[src/rtl/fetch_seq_pkg.sv]
// Shared state encoding, parameter defaults and counter helper for the
// instruction fetch sequencer.
package fetch_seq_pkg;

  typedef enum logic [2:0] {FETCH, WAIT, CHECK, EXEC, HALT} fetch_state_e;

  localparam int          DEF_FETCH_LAT = 1;
  localparam logic [31:0] DEF_HALT_WORD = 32'h0;
  localparam int          SAT_W         = 64;

  // Increment v, holding at the all-ones value of a w-bit counter.
  function automatic logic [SAT_W-1:0] sat_inc(input logic [SAT_W-1:0] v,
                                               input int unsigned      w);
    logic [SAT_W-1:0] lim;
    lim = (w >= SAT_W) ? '1 : ((SAT_W'(1) << w) - SAT_W'(1));
    return (v >= lim) ? lim : v + SAT_W'(1);
  endfunction

endpackage

[src/rtl/fetch_wdt.sv]
// EXEC-cycle counter for the fetch sequencer; timeout is raised during the
// WDT_CYCLES-th consecutive cycle with en high. Used only with FETCH_WATCHDOG_EN.
module fetch_wdt #(
  parameter int WDT_CYCLES = 256
) (
  input  logic clk,
  input  logic rst_n,
  input  logic en,
  output logic timeout
);

  localparam int CW = (WDT_CYCLES > 1) ? $clog2(WDT_CYCLES) : 1;

  logic [CW-1:0] cnt;

  assign timeout = en && (cnt == CW'(WDT_CYCLES - 1));

  // Held at zero outside EXEC, so every EXEC visit starts a fresh count.
  always_ff @(posedge clk) begin
    if (!rst_n || !en) cnt <= '0;
    else if (!timeout) cnt <= cnt + CW'(1);
  end

endmodule

[src/rtl/instr_fetch_seq.sv]
// Instruction fetch/dispatch sequencer: PC -> instruction memory -> decode (run/ok).
// Define FETCH_WATCHDOG_EN to add an EXEC timeout that parks in HALT with a sticky fault.
module instr_fetch_seq
  import fetch_seq_pkg::*;
#(
  parameter int                 ADDR_W     = 17,
  parameter int                 PC_W       = 32,
  parameter int                 INSTR_W    = 32,
  parameter int                 FETCH_LAT  = DEF_FETCH_LAT,
  parameter logic [INSTR_W-1:0] HALT_WORD  = INSTR_W'(DEF_HALT_WORD),
  parameter int                 CNT_W      = 16,
  parameter int                 WDT_CYCLES = 256
) (
  input  logic               clk,
  input  logic               rst_n,
  input  logic [PC_W-1:0]    pc_rdata,
  output logic [ADDR_W-1:0]  instr_addr,
  input  logic [INSTR_W-1:0] instr_rdata,
  output logic [INSTR_W-1:0] instr,
  output logic               run,
  input  logic               ok,
  input  logic               resume,
  output logic               halted,
  output logic [CNT_W-1:0]   retired_cnt,
  output logic               fault
);

  localparam logic [3:0] LAT_INIT = 4'(FETCH_LAT - 1);

  fetch_state_e state;
  logic [3:0]   lat_cnt;

  generate
    if (PC_W > ADDR_W) begin : g_pc_hi
      logic unused_pc_hi;
      assign unused_pc_hi = ^pc_rdata[PC_W-1:ADDR_W];
    end
  endgenerate

`ifdef FETCH_WATCHDOG_EN
  logic wdt_timeout;
  logic fault_q;

  fetch_wdt #(.WDT_CYCLES(WDT_CYCLES)) u_wdt (
    .clk     (clk),
    .rst_n   (rst_n),
    .en      (state == EXEC),
    .timeout (wdt_timeout)
  );

  assign fault = fault_q;
`else
  localparam int wdt_cycles_unused = WDT_CYCLES;
  assign fault = 1'b0;
`endif

  always_ff @(posedge clk) begin
    if (!rst_n) begin
      state       <= FETCH;
      lat_cnt     <= '0;
      instr_addr  <= '0;
      instr       <= '0;
      run         <= 1'b0;
      halted      <= 1'b0;
      retired_cnt <= '0;
`ifdef FETCH_WATCHDOG_EN
      fault_q     <= 1'b0;
`endif
    end else begin
      unique case (state)
        FETCH: begin
          instr_addr <= pc_rdata[ADDR_W-1:0];
          lat_cnt    <= LAT_INIT;
          state      <= WAIT;
        end
        WAIT: begin
          if (lat_cnt == '0) begin
            instr <= instr_rdata;
            state <= CHECK;
          end else begin
            lat_cnt <= lat_cnt - 4'd1;
          end
        end
        CHECK: begin
          if (instr == HALT_WORD) begin
            halted <= 1'b1;
            state  <= HALT;
          end else begin
            run   <= 1'b1;
            state <= EXEC;
          end
        end
        EXEC: begin
          // ok on the timeout edge still retires normally.
          if (ok) begin
            run         <= 1'b0;
            retired_cnt <= CNT_W'(sat_inc(SAT_W'(retired_cnt), CNT_W));
            state       <= FETCH;
          end
`ifdef FETCH_WATCHDOG_EN
          else if (wdt_timeout) begin
            run     <= 1'b0;
            fault_q <= 1'b1;
            halted  <= 1'b1;
            state   <= HALT;
          end
`endif
        end
        HALT: begin
          if (resume) begin
            halted <= 1'b0;
            state  <= FETCH;
          end
        end
        default: state <= FETCH;
      endcase
    end
  end

endmodule

[config.mk]
export PLATFORM = sky130hd
export DESIGN_NAME = instr_fetch_seq
export DESIGN_NICKNAME = d
export VERILOG_FILES = /design/src/rtl/fetch_seq_pkg.sv /design/src/rtl/fetch_wdt.sv /design/src/rtl/instr_fetch_seq.sv
export SDC_FILE = /design/constraint.sdc
export NUM_CORES = 1
export LEC_CHECK = 0
export ABC_AREA = 1
export BUFFER_PORTS_ARGS = -buffer_cell sky130_fd_sc_hd__buf_2
export CAP_MARGIN = 25
export CORE_ASPECT_RATIO = 2
export CORE_MARGIN = 2
export CORE_UTILIZATION = 47
export DETAILED_ROUTE_END_ITERATION = 8
export PLACE_DENSITY = 0.91
export SLEW_MARGIN = 20
export SYNTH_ARGS = -nofsm -noshare
export SYNTH_HDL_FRONTEND = slang
export SYNTH_SLANG_ARGS = --single-unit
[constraint.sdc]
create_clock -name clk -period 1.8 [get_ports clk]
set_input_delay 0.36 -clock clk [delete_from_list [all_inputs] [get_ports clk]]
set_output_delay 0.36 -clock clk [all_outputs]
set_load 0.005 [all_outputs]
==> results.txt, run 1 <==
clock buffer count from CTS -> 9
die area -> 0.00728 mm^2
total power -> 5.98 mW
status -> complete, no violations
synth warn -> 0
fmax -> 0.608 GHz
post-synth top area share -> 0.479
First-pass DRT Iterations -> 5
detailed-route via count -> 3163
gr ovfl total -> 0
DP Area -> 0.00375 mm^2
DR iter-0 viols -> 209
Bufs on Longest Clock Path -> 2
Via-to-Cell Ratio -> 4.97
post-route cell area -> 0.00405 mm^2
Final Hold Viols -> 0
fin crit share -> 0.914
area leader, netlist -> dfxtp_1
CTS Sinks -> 74
CP max-delay cell -> dfxtp_1
Root Driver -> clkbuf_16
Worst Path Required -> 2050 ps
layout cell share with drive strength beyond 1 -> 0.282
Total Nets Final -> 616
DR WL/cell -> 12.2 um
GPL Wtd Cong -> 0.817
Worst Tran Pin Value -> 543 ps
Multi-input gate area -> 0.00141 mm^2
Hold Path Class -> primary input to register
Peak VDD IR -> 0.816 mV
CTS tree -> built
first-pass GRT wire length -> 12.7 mm
IO Pins -> 136
fillers -> 602
H-Tree Depth -> 3
Leak -> 2.12 nW
commonest non-fill, non-tap cell in the layout -> nor2_1
Netlist cell types -> 28
clk_lat worst skew -> 330 ps
setup ws final -> 155 ps
DRC -> 0
cts hold-fix bufs -> 0
post-synthesis sequential area ratio -> 0.479
# port buffers -> 119
clock skew -> 3.52 ps
max_cap viols -> 0
Post-Syn Nets -> 497
Routed WL -> 7.78 mm
Worst setup SP type -> register
clock-pin slew on the worst setup and hold paths -> 50 ps
pre-CTS setup slack -> 176 ps
r2r setup slk -> 160 ps
Max Fanout on Critical Path -> 5
most frequent cells in the layout -> 127 x nor2_1, 119 x buf_2, 74 x dfxtp_1, 57 x o21ai_0, 51 x nand2_1
Syn Area/Cell -> 7.24 um^2
cells taking the most area after synthesis -> dfxtp_1 48%, nor2_1 16%, o21ai_0 9.2%
Inst Count DP -> 619
Detailed Place HPWL -> 5.75 mm
diode count -> 0
fin util -> 0.637
CP peak stage delay -> 380 ps
TNS Setup -> 0 ps
crit path kind -> register to register
Initial Util -> 0.486
Mapped Cells -> 427
Slew headroom -> 0.637
Setup crit end kind -> register
crit path DAT -> 1890 ps
vias in the first global route -> 3031
Final Max Slew Viols -> 0
Storage cell area -> 0.00148 mm^2
worst path cell trace -> ha_1, nand2_1, inv_1, nand3_1, nor2_4, buf_4, nand2_2, nor2_2, nor2_1, a211oi_1
Die Wd -> 61.4 um
RSZ-0062 raised after global routing -> false
Core Area -> 0.00636 mm^2
endpoints failing setup -> 0
Tot GR Track Use -> 0.229
initial antenna violation count -> 0
remaining antenna violation count -> 0
pwr dens -> 1480 mW/mm^2
Area growth syn-to-layout -> 31.0%
Hold Slack -> 252 ps
synthesized flop and latch total -> 74
largest net degree at the start of global routing -> 35
synthesized area -> 0.00309 mm^2
fin crit period -> 1640 ps
fin cells -> 636
Die Ht -> 119 um
# rows -> 41
[where the power goes]
part	internal [mW]	switching, mW	leakage (nW)
logic	0.766	1.27	1.38
registers	2.07	0.258	0.607
clock network	0.992	0.626	0.138
total	3.83	2.15	2.12
[final cells by class]
class / instances / area share
multi-input cells: 301 / 0.348
inverters: 34 / 0.0324
clock inverters: 3 / 0.00371
well taps: 86 / 0.0266
clock buffers: 12 / 0.0633
repair buffers: 126 / 0.160
flip-flops and latches: 74 / 0.366
[synthesized netlist by cell type]
master	instances
nor2_1	128
dfxtp_1	74
xnor2_1	2
nor3_1	6
xor2_1	5
buf_4	2
a31oi_1	1
nand3_2	2
nor2_8	1
inv_1	32
a21oi_1	16
ha_1	2
nand3b_1	4
nor3_4	1
nand2_2	3
nand4_1	2
o21ai_0	57
inv_2	1
buf_2	4
conb_1	1
clkbuf_1	12
nand3_1	13
clkinv_1	1
a211oi_1	2
nor2_4	1
nor2_2	2
nand2_1	51
nand3_4	1
[worst paths after layout]
kind / startpoint / to / cells after the start
hold / removal: instr_rdata[10] / instr[10] / 3
setup / recovery: retired_cnt[0] / retired_cnt[14] / 10
setup reg to reg: retired_cnt[0] / retired_cnt[14] / 10
hold reg to reg: lat_cnt[0] / lat_cnt[0] / 1
[cell families after synthesis]
group           synth area share
buf+inv                   0.0672
xor+xnor                  0.0198
other cells              0.00121
simple gates               0.299
compound gates             0.125
fa+ha+maj                0.00809
flops                      0.479
[critical path: cells and delay by family (launching register included)]
family / cells / cell delay, ps
flip-flops: 1 / 380
adder cells (fa/ha/maj): 1 / 180
buffers and inverters: 2 / 210
AND/OR/NAND/NOR: 6 / 660
AO/OA/AOI/OAI: 1 / 150
[routing by layer]
metal	wire length, um	vias up	global-route usage	share of wire
met3	363	28	0.0449	0.047
met5	0	-	0	0
met1	2850	1432	0.237	0.37
met4	296	0	0.132	0.038
met2	4270	115	0.400	0.55
li1	-	1588	-	-
[flip-flops by register name, summed over array words and instances, names as in the netlist]
signal,count
run,1
lat_cnt,4
halted,1
retired_cnt,16
instr,32
state,3
instr_addr,17
[timing repair]
action	CTS	global route
setup endpoints to repair	0	8
endpoints found under the hold margin	0	0
resized for setup	0	2
setup buffers	0	2
Power figures use the tool's default switching activity.
==> run 2, diff against run 1 <==
CELL_PAD_IN_SITES_DETAIL_PLACEMENT = 1   (was not set)
CELL_PAD_IN_SITES_GLOBAL_PLACEMENT = 2   (was not set)
CORE_UTILIZATION = 24   (was 47)
PLACE_DENSITY = 0.9   (was 0.91)
==> run 2 against run 1 <==
Net effect:
- cell count increased by 10%
- sequential power about the same
- core utilization decreased by 30 points
- maximum frequency increased by 1.1%
==> results.txt, run 2 (synthesis results as in run 1) <==
cts hold-fix bufs -> 0 (unchanged)
clock-pin slew on the worst setup and hold paths -> 60 ps (about the same)
Final Hold Viols -> 0 (unchanged)
# Post-CTS Setup Buffers -> 0 (unchanged)
crit path kind -> register to register
Setup crit end kind -> register
Die Wd -> 84.3 um (+37%)
die area -> 0.0139 mm^2 (+90%)
most frequent cells in the layout -> 127 x nor2_1, 119 x buf_2, 74 x dfxtp_1, 57 x o21ai_0, 51 x nand2_1
status -> complete, no violations
DRC -> 0 (unchanged)
gr ovfl total -> 0 (unchanged)
Routed WL -> 9.76 mm (+25%)
CTS Sinks -> 74 (unchanged)
Max Fanout on Critical Path -> 5 (unchanged)
largest net degree at the start of global routing -> 35 (unchanged)
hold depth -> 3 (unchanged)
commonest non-fill, non-tap cell in the layout -> nor2_1
Reg-to-Reg Start -> retired_cnt[0]
R2R Path End -> retired_cnt[9]
Hold Path Class -> primary input to register
# port buffers -> 119 (unchanged)
CTS tree -> built
# rows -> 58 (+41%)
post-route cell area -> 0.00416 mm^2 (+2.8%)
clk_lat worst skew -> 330 ps (about the same)
Hold Slack -> 252 ps (+0.0530 ps)
crit path DAT -> 1900 ps (about the same)
Tot GR Track Use -> 0.138 (-0.0913)
Via-to-Cell Ratio -> 4.55 (-8.5%)
vias in the first global route -> 3307 (+9.1%)
initial antenna violation count -> 1 (+1)
fmax -> 0.615 GHz (+1.1%)
clock buffer count from CTS -> 9 (unchanged)
Bufs on Longest Clock Path -> 2 (unchanged)
Die Ht -> 165 um (+39%)
fin crit share -> 0.904 (-0.00992)
Detailed Place HPWL -> 7.69 mm (+34%)
Hold EP -> instr[19]
Leak -> 2.12 nW (about the same)
pwr dens -> 1510 mW/mm^2 (+2.3%)
H-Tree Depth -> 3 (unchanged)
First-pass DRT Iterations -> 4 (-1)
Area growth syn-to-layout -> 34.7%
Top Registers -> instr: 32 flops, instr_addr: 17 flops, retired_cnt: 16 flops
layout cell share with drive strength beyond 1 -> 0.282 (unchanged)
max reg flops -> 32 (unchanged)
DR WL/cell -> 13.9 um (+14%)
DP Area -> 0.00384 mm^2 (+2.3%)
total power -> 6.29 mW (+5.2%)
r2r setup slk -> 170 ps (+20 ps)
fin util -> 0.332 (-0.305)
detailed-route via count -> 3189 (+0.82%)
Initial Util -> 0.246 (-0.240)
Worst Path Required -> 2070 ps (+20 ps)
R2R depth -> 11 (+1)
CTS resizes -> 0 (unchanged)
Final Max Slew Viols -> 0 (unchanged)
Worst setup SP type -> register
Peak VDD IR -> 0.549 mV (-33%)
IO Pins -> 136 (unchanged)
HP Start -> instr_rdata[19]
endpoints failing setup -> 0 (unchanged)
Total Nets Final -> 615 (-0.16%)
Root Driver -> clkbuf_16
first-pass GRT wire length -> 15.3 mm (+20%)
GPL Wtd Cong -> 0.733 (-10%)
max_cap viols -> 0 (unchanged)
remaining antenna violation count -> 0 (unchanged)
fin crit period -> 1630 ps (-17.9 ps)
RSZ-0062 raised after global routing -> true
DR iter-0 viols -> 82 (-61%)
clock skew -> 6.44 ps (+2.92 ps)
Core Area -> 0.0126 mm^2 (+97%)
Top reg by flops -> instr
run 2: cell types whose count changed in the layout (fill, tap and decap cells not counted), sizes merged:
| cell | delta |
|---|---|
| clkbuf | -2 |
| clkinv | -1 |
| bufinv | +1 |
| clkinvlp | +3 |
| buf | -1 |
| diode | +1 |
run 2: worst max path at each step:
stage                               from         endpoint  slack [ps]  cells past startpoint
after detailed placement      lat_cnt[0]        instr[26]         110                      7
after global routing      retired_cnt[0]   retired_cnt[9]          -2                     11
after global placement          state[2]        instr[26]         180                      6
after floorplan           retired_cnt[0]  retired_cnt[10]         390                     10
after CTS                     lat_cnt[0]        instr[26]          80                      7
final                     retired_cnt[0]   retired_cnt[9]         170                     11
run 2: layout make-up:
cell class	count	area [um^2]
Antenna cell	1	2.50
Sequential cell	74	1480
Inverter	34	134
Tap cell	150	188
Clock inverter	6	66.3
Clock buffer	10	239
Multi-Input combinational cell	301	1410
Timing Repair Buffer	125	641
Fill cell	1614	8390
run 2: metal layers:
| layer | routed length [um] | global-route usage |
|---|---|---|
| met1 | 3450 | 0.134 |
| met2 | 5790 | 0.274 |
| met3 | 313 | 0.0200 |
| met4 | 206 | 0.0667 |
| met5 | 0 | 0 |
run 2: critical path, cell delays in order (launching register included):
cell	delay [ps]
dfxtp_1	400
ha_1	190
nand2_1	60
inv_1	80
nand3_1	140
nor2_4	210
nand3_2	110
nor2_1	100
nand2_1	100
nand2_1	80
nand2_1	50
inv_1	50
run 2: power breakdown:
part,internal [mW],switching (mW)
Clock,1.11,0.710
Combinational,0.769,1.37
Sequential,2.07,0.267
run 2: stage by stage:
step	worst slack, ps	TNS (ps)	instances
floorplan	391	0	427
global placement	183	0	684
detailed placement	113	0	684
CTS	84.7	0	700
global route	-2.09	-2.09	701
finish	173	0	701
